<file path="src/rtl/ni_traffic_source.sv">
// rtl/ni_traffic_source.sv - synthetic flit generator for a router local injection port
module ni_traffic_source #(
  parameter int          ADDR_SZ   = 4,
  parameter int          PL_SZ     = 16,
  parameter int          HDR_SZ    = 2,
  parameter int          HDR_VAL   = 1,
  parameter int          NODES     = 16,
  parameter int          GAP       = 4,
  parameter int          MAX_FLITS = 0,
  parameter logic [15:0] SEED      = 16'hACE1
) (
  input  logic                              clk,
  input  logic                              reset,
  input  logic [ADDR_SZ-1:0]                id,
  input  logic                              send_en,
  output logic [HDR_SZ+PL_SZ+ADDR_SZ-1:0]   item_out,
  output logic                              req,
  input  logic                              channel_busy,
  output logic [19:0]                       sent_count,
  output logic                              done
);

  localparam int                SEQ_SZ   = PL_SZ - ADDR_SZ;
  localparam int                GAP_W    = (GAP > 1) ? $clog2(GAP + 1) : 1;
  localparam logic [GAP_W-1:0]  GAP_INIT = GAP_W'(GAP);
  localparam logic [15:0]       SEED_EFF = (SEED == 16'h0) ? 16'hACE1 : SEED;
  localparam logic [HDR_SZ-1:0] HDR      = HDR_SZ'(HDR_VAL);
  localparam logic [ADDR_SZ:0]  NODES_L  = (ADDR_SZ + 1)'(NODES);
  localparam logic [19:0]       BUDGET   = 20'(MAX_FLITS);

  typedef enum logic [2:0] {S_IDLE, S_GAP, S_LOAD, S_SEND, S_DONE} state_t;

  state_t             state;
  logic [SEQ_SZ-1:0]  seq;
  logic [15:0]        lfsr;
  logic [GAP_W-1:0]   gap_cnt;

  logic [15:0]        lfsr_nx;
  logic [ADDR_SZ-1:0] cand;
  logic               cand_bad;
  logic [19:0]        cnt_nx;
  logic               budget_hit;

  assign lfsr_nx    = {lfsr[14:0], lfsr[15] ^ lfsr[13] ^ lfsr[12] ^ lfsr[10]};
  assign cand       = lfsr[ADDR_SZ-1:0];
  assign cand_bad   = ({1'b0, cand} >= NODES_L) || (cand == id);
  assign cnt_nx     = (sent_count == 20'hFFFFF) ? sent_count : sent_count + 20'd1;
  assign budget_hit = (MAX_FLITS != 0) && (cnt_nx == BUDGET);

  always_ff @(posedge clk) begin
    if (reset) begin
      state      <= S_IDLE;
      seq        <= '0;
      lfsr       <= SEED_EFF;
      gap_cnt    <= '0;
      req        <= 1'b0;
      item_out   <= '0;
      sent_count <= '0;
      done       <= 1'b0;
    end else begin
      case (state)
        S_IDLE: begin
          if (send_en) begin
            if (GAP > 0) begin
              gap_cnt <= GAP_INIT;
              state   <= S_GAP;
            end else begin
              state <= S_LOAD;
            end
          end
        end
        S_GAP: begin
          if (!send_en) begin
            state <= S_IDLE;
          end else if (gap_cnt <= GAP_W'(1)) begin
            gap_cnt <= '0;
            state   <= S_LOAD;
          end else begin
            gap_cnt <= gap_cnt - GAP_W'(1);
          end
        end
        // Rejected candidates reroll the LFSR one per cycle until a legal destination appears
        S_LOAD: begin
          if (!send_en) begin
            state <= S_IDLE;
          end else if (cand_bad) begin
            lfsr <= lfsr_nx;
          end else begin
            item_out <= {HDR, id, seq, cand};
            req      <= 1'b1;
            state    <= S_SEND;
          end
        end
        S_SEND: begin
          if (!channel_busy) begin
            req        <= 1'b0;
            seq        <= seq + SEQ_SZ'(1);
            sent_count <= cnt_nx;
            lfsr       <= lfsr_nx;
            if (budget_hit) begin
              done  <= 1'b1;
              state <= S_DONE;
            end else if (send_en) begin
              if (GAP > 0) begin
                gap_cnt <= GAP_INIT;
                state   <= S_GAP;
              end else begin
                state <= S_LOAD;
              end
            end else begin
              state <= S_IDLE;
            end
          end
        end
        S_DONE: begin
          req  <= 1'b0;
          done <= 1'b1;
        end
        default: state <= S_IDLE;
      endcase
    end
  end

endmodule

</file>
<file path="config.mk">
export PLATFORM = sky130hd
export DESIGN_NAME = ni_traffic_source
export DESIGN_NICKNAME = d
export VERILOG_FILES = /design/src/rtl/ni_traffic_source.sv
export SDC_FILE = /design/constraint.sdc
export NUM_CORES = 1
export LEC_CHECK = 0
export BUFFER_PORTS_ARGS = -buffer_cell sky130_fd_sc_hd__buf_2
export CORE_MARGIN = 2
export CORE_UTILIZATION = 49
export DETAILED_ROUTE_END_ITERATION = 12
export PLACE_DENSITY = 0.79
export SETUP_SLACK_MARGIN = 0.05
export SYNTH_ARGS = -nofsm -noshare
export SYNTH_HDL_FRONTEND = slang
export SYNTH_SLANG_ARGS = --single-unit
</file>
<file path="constraint.sdc">
create_clock -name clk -period 1.93 [get_ports clk]
set_clock_uncertainty 0.05 [all_clocks]
set_input_delay 0.2895 -clock clk [delete_from_list [all_inputs] [get_ports clk]]
set_output_delay 0.2895 -clock clk [all_outputs]
set_load 0.01 [all_outputs]
</file>
==> results by group <==
Synthesis
  – Post-synthesis simple-gate area fraction: 0.279
  – Post-synthesis mux area share: 0.151
  – FFs w/ async S/R, synth: 0
  – Post-synthesis xor/xnor area fraction: 0.0304
  – Synth top area share: 0.401
  – Largest family of logic cells by synthesized area: simple AND/OR/NAND/NOR gates
  – Seq/Total Area, Yosys: 0.401
  – Distinct cells, synth: 55
  – Most frequent cell after synthesis: dfxtp_1
  – Synthesized area: 3740 µm²
  – FF+latch count, synth: 75
  – Main synth FF type: dfxtp_1
  – Cells after Synth: 400
  – Top cells by area, synth: dfxtp_1 (40%), mux2i_1 (10%), nand2b_1 (8.7%)
  – Yosys warning total: 0
  – Compound-Gate Fraction of Synth Area: 0.0746
  – Most common library cells after synthesis: dfxtp_1 (75), nand2b_1 (52), nor2_1 (44)
  – Post-synth EDFFs: 0
  – Cell taking the most area after synthesis: dfxtp_1
  – Mean Syn Cell Area: 9.35 µm²
  – Post-Synth Adder-Cell Area: 0.0134

Setup path
  – CP required: ~2.1 ns
  – Critical Path End Type: flop
  – CP startpoint kind: flop
  – Maximum fanout along the worst path: 11
  – Critical Path AT: just over 2 ns
  – WS Path Type: flop to flop
  – R2r startpoint: sent_count[0]$_SDFFE_PP0P_
  – Critical path origin: sent_count[0]$_SDFFE_PP0P_

Routing
  – Vias: between 2000 and 3000
  – Post-route ant nets: 0
  – Drt via density: 5.23
  – Residual DRC: 0
  – Wirelength per Cell: approximately 13 µm
  – TritonRoute pass-1 iters: 4
  – DR iter-0 viols: 90
  – DRT Wirelength: roughly 7.3 mm

Die
  – Die ar.: 8350 µm²
  – I/O pin cnt: 52
  – Initial Util: 0.510
  – Cell row count: 31
  – Die Span X: 91.4 µm
  – CORE AREA: 7330 µm²
  – Die span in y: 91.4 µm

Power and ir drop
  – Worst VDD drop: 0.338 mV
  – Internal power: ~2.4 mW
  – Sw frac: 0.218
  – Static Leakage: 1.71 nW
  – Psw: 659 µW
  – Clock power frac: 0.426
  – Flop pwr share: 0.520
  – Comb pwr share: 0.053
  – Power density over the cells: 706 nW/µm²

STA
  – Final hold vios: 0
  – PnR worst setup slack: 0.0906 ns
  – TNS Setup: 0 ns
  – Max frequency: between 500 and 600 MHz
  – Unrepaired setup endpoints after global routing: yes
  – Tmin final: 1.84 ns
  – Slew Limit Fails: 0
  – # setup viols final: 0
  – Final critical-path share of the clock period: 0.953

Clocking
  – Inserted Clock Buffers: 9
  – Num Clock Sinks: 75
  – CTS clk-pin slew, worst paths: 0.07 ns
  – TritonCTS clock tree: yes
  – Root buf cell: clkbuf_8
  – H-tree depth: 3
  – Worst-Skew Late Latency: 0.35 ns
  – Clock tree buffer depth: 2
  – Post CTS Setup Buffer Count: 0

Place
  – Detailed Place HPWL: 5.08 mm
  – Port bufs: 49
  – DP Area: 4050 µm²
  – Post-place setup slack: 0.0827 ns
  – GPL Wtd Cong: 0.839

Hold path
  – Hold WC Path Type: primary input to flop
  – Hold Startpoint: id[3]

Global route
  – First-pass GRT wire length: 12.5 mm
  – Initial antenna violation count: 0
  – Overflow after GRT: 0
  – Pin count of the biggest net entering global routing: 53
  – Grt met3 use: 0.0573
  – Met1 usage: 0.242
  – GRT met2 Usage: 0.283
  – GR peak layer: met2
  – Vias in the first global route: 2687
  – Global Route Usage Sum: 0.182

Final layout
  – NumNets Final: 459
  – # diodes: 0
  – Area delta synth->final: 14.3%
  – Layout cells sized above 1: 0.223
  – Cell area after layout: 4270 µm²

Flow run
  – Max Cap Viol: 0

Outcome
  – Status: finished clean
-- path summary, 6_finish.rpt --
kind | endpoint | slack [ns] | cells after the start
max | sent_count[10]$_SDFFE_PP0P_ | 0.09 | 5
min reg2reg | item_out[20]$_SDFFE_PP0P_ | 0.40 | 2
max reg2reg | sent_count[10]$_SDFFE_PP0P_ | 0.09 | 5
min | item_out[19]$_SDFFE_PP0P_ | 0.17 | 3
-- registers in the layout, summed over array words and instances (netlist names) --
register,count
gap_cnt,3
item_out,21
lfsr,16
req,1
sent_count,20
seq,12
state,2
-- power by group through the flow --
stage | Sequential, mW | Clock [mW] | Combinational (mW)
after detailed placement | 1.61 | 0 | 0.161
after global placement | 1.60 | 0 | 0.154
after floorplan | 1.61 | 0 | 0.127
after global routing | 1.57 | 1.40 | 0.177
final | 1.57 | 1.29 | 0.160
after CTS | 1.57 | 1.32 | 0.161
-- cells in the final DEF, fill, tap and decap left out, types with 10 or more instances in the layout --
master / count
a21oi_1: 16
dfxtp_1: 74
mux2i_1: 39
buf_2: 49
nand2_1: 14
buf_4: 10
nand2b_1: 52
nor2_1: 44
nor2b_1: 16
xnor2_1: 10
-- routing by layer --
metal | part of all wire | wire, µm
met1 | 0.47 | 3440
met2 | 0.47 | 3410
met3 | 0.045 | 325
met4 | 0.012 | 86
met5 | 0 | 0
-- worst max-delay path, stage by stage (launching register included) --
cell	delay (ns)
dfxtp_2	0.35
ha_1	0.23
and4_2	0.28
and3_4	0.24
a211oi_2	0.23
mux2_1	0.34
-- logic make-up (layout without fill, tap and decap cells) --
group,count (synthesis),count (layout)
muxes,54,54
DFF,75,75
other,1,2
AOI/OAI and AO/OA,42,42
xor gates and xnor gates,13,13
and+or+nand+nor,179,179
adders and majority gates,4,4
buffers and inverters,32,83
-- metrics by stage --
stage | power, mW | util | cells | hold WS, ns
2_1_floorplan | 1.73 | - | 401 | 0.395
3_3_place_gp | 1.76 | 0.552 | 535 | 0.380
3_5_place_dp | 1.77 | 0.552 | 535 | 0.398
4_1_cts | 3.05 | 0.581 | 551 | 0.159
5_1_grt | 3.14 | 0.583 | 551 | 0.165
6_report | 3.01 | 0.583 | 551 | 0.171
-- repair_timing --
| action | in CTS | in global routing |
|---|---|---|
| endpoints found under the setup margin | 0 | 13 |
| resized for setup | 0 | 5 |
| hold buffers | 0 | 0 |
-- final cells by class --
class,count,area (µm²)
clock buffer,11,131
clock inverter,5,77.6
fill,633,3060
inverter,7,26.3
multi-input combinational,294,2070
sequential,75,1500
tap,99,124
timing repair buffer,60,340
(Power assumes the default switching activity.)
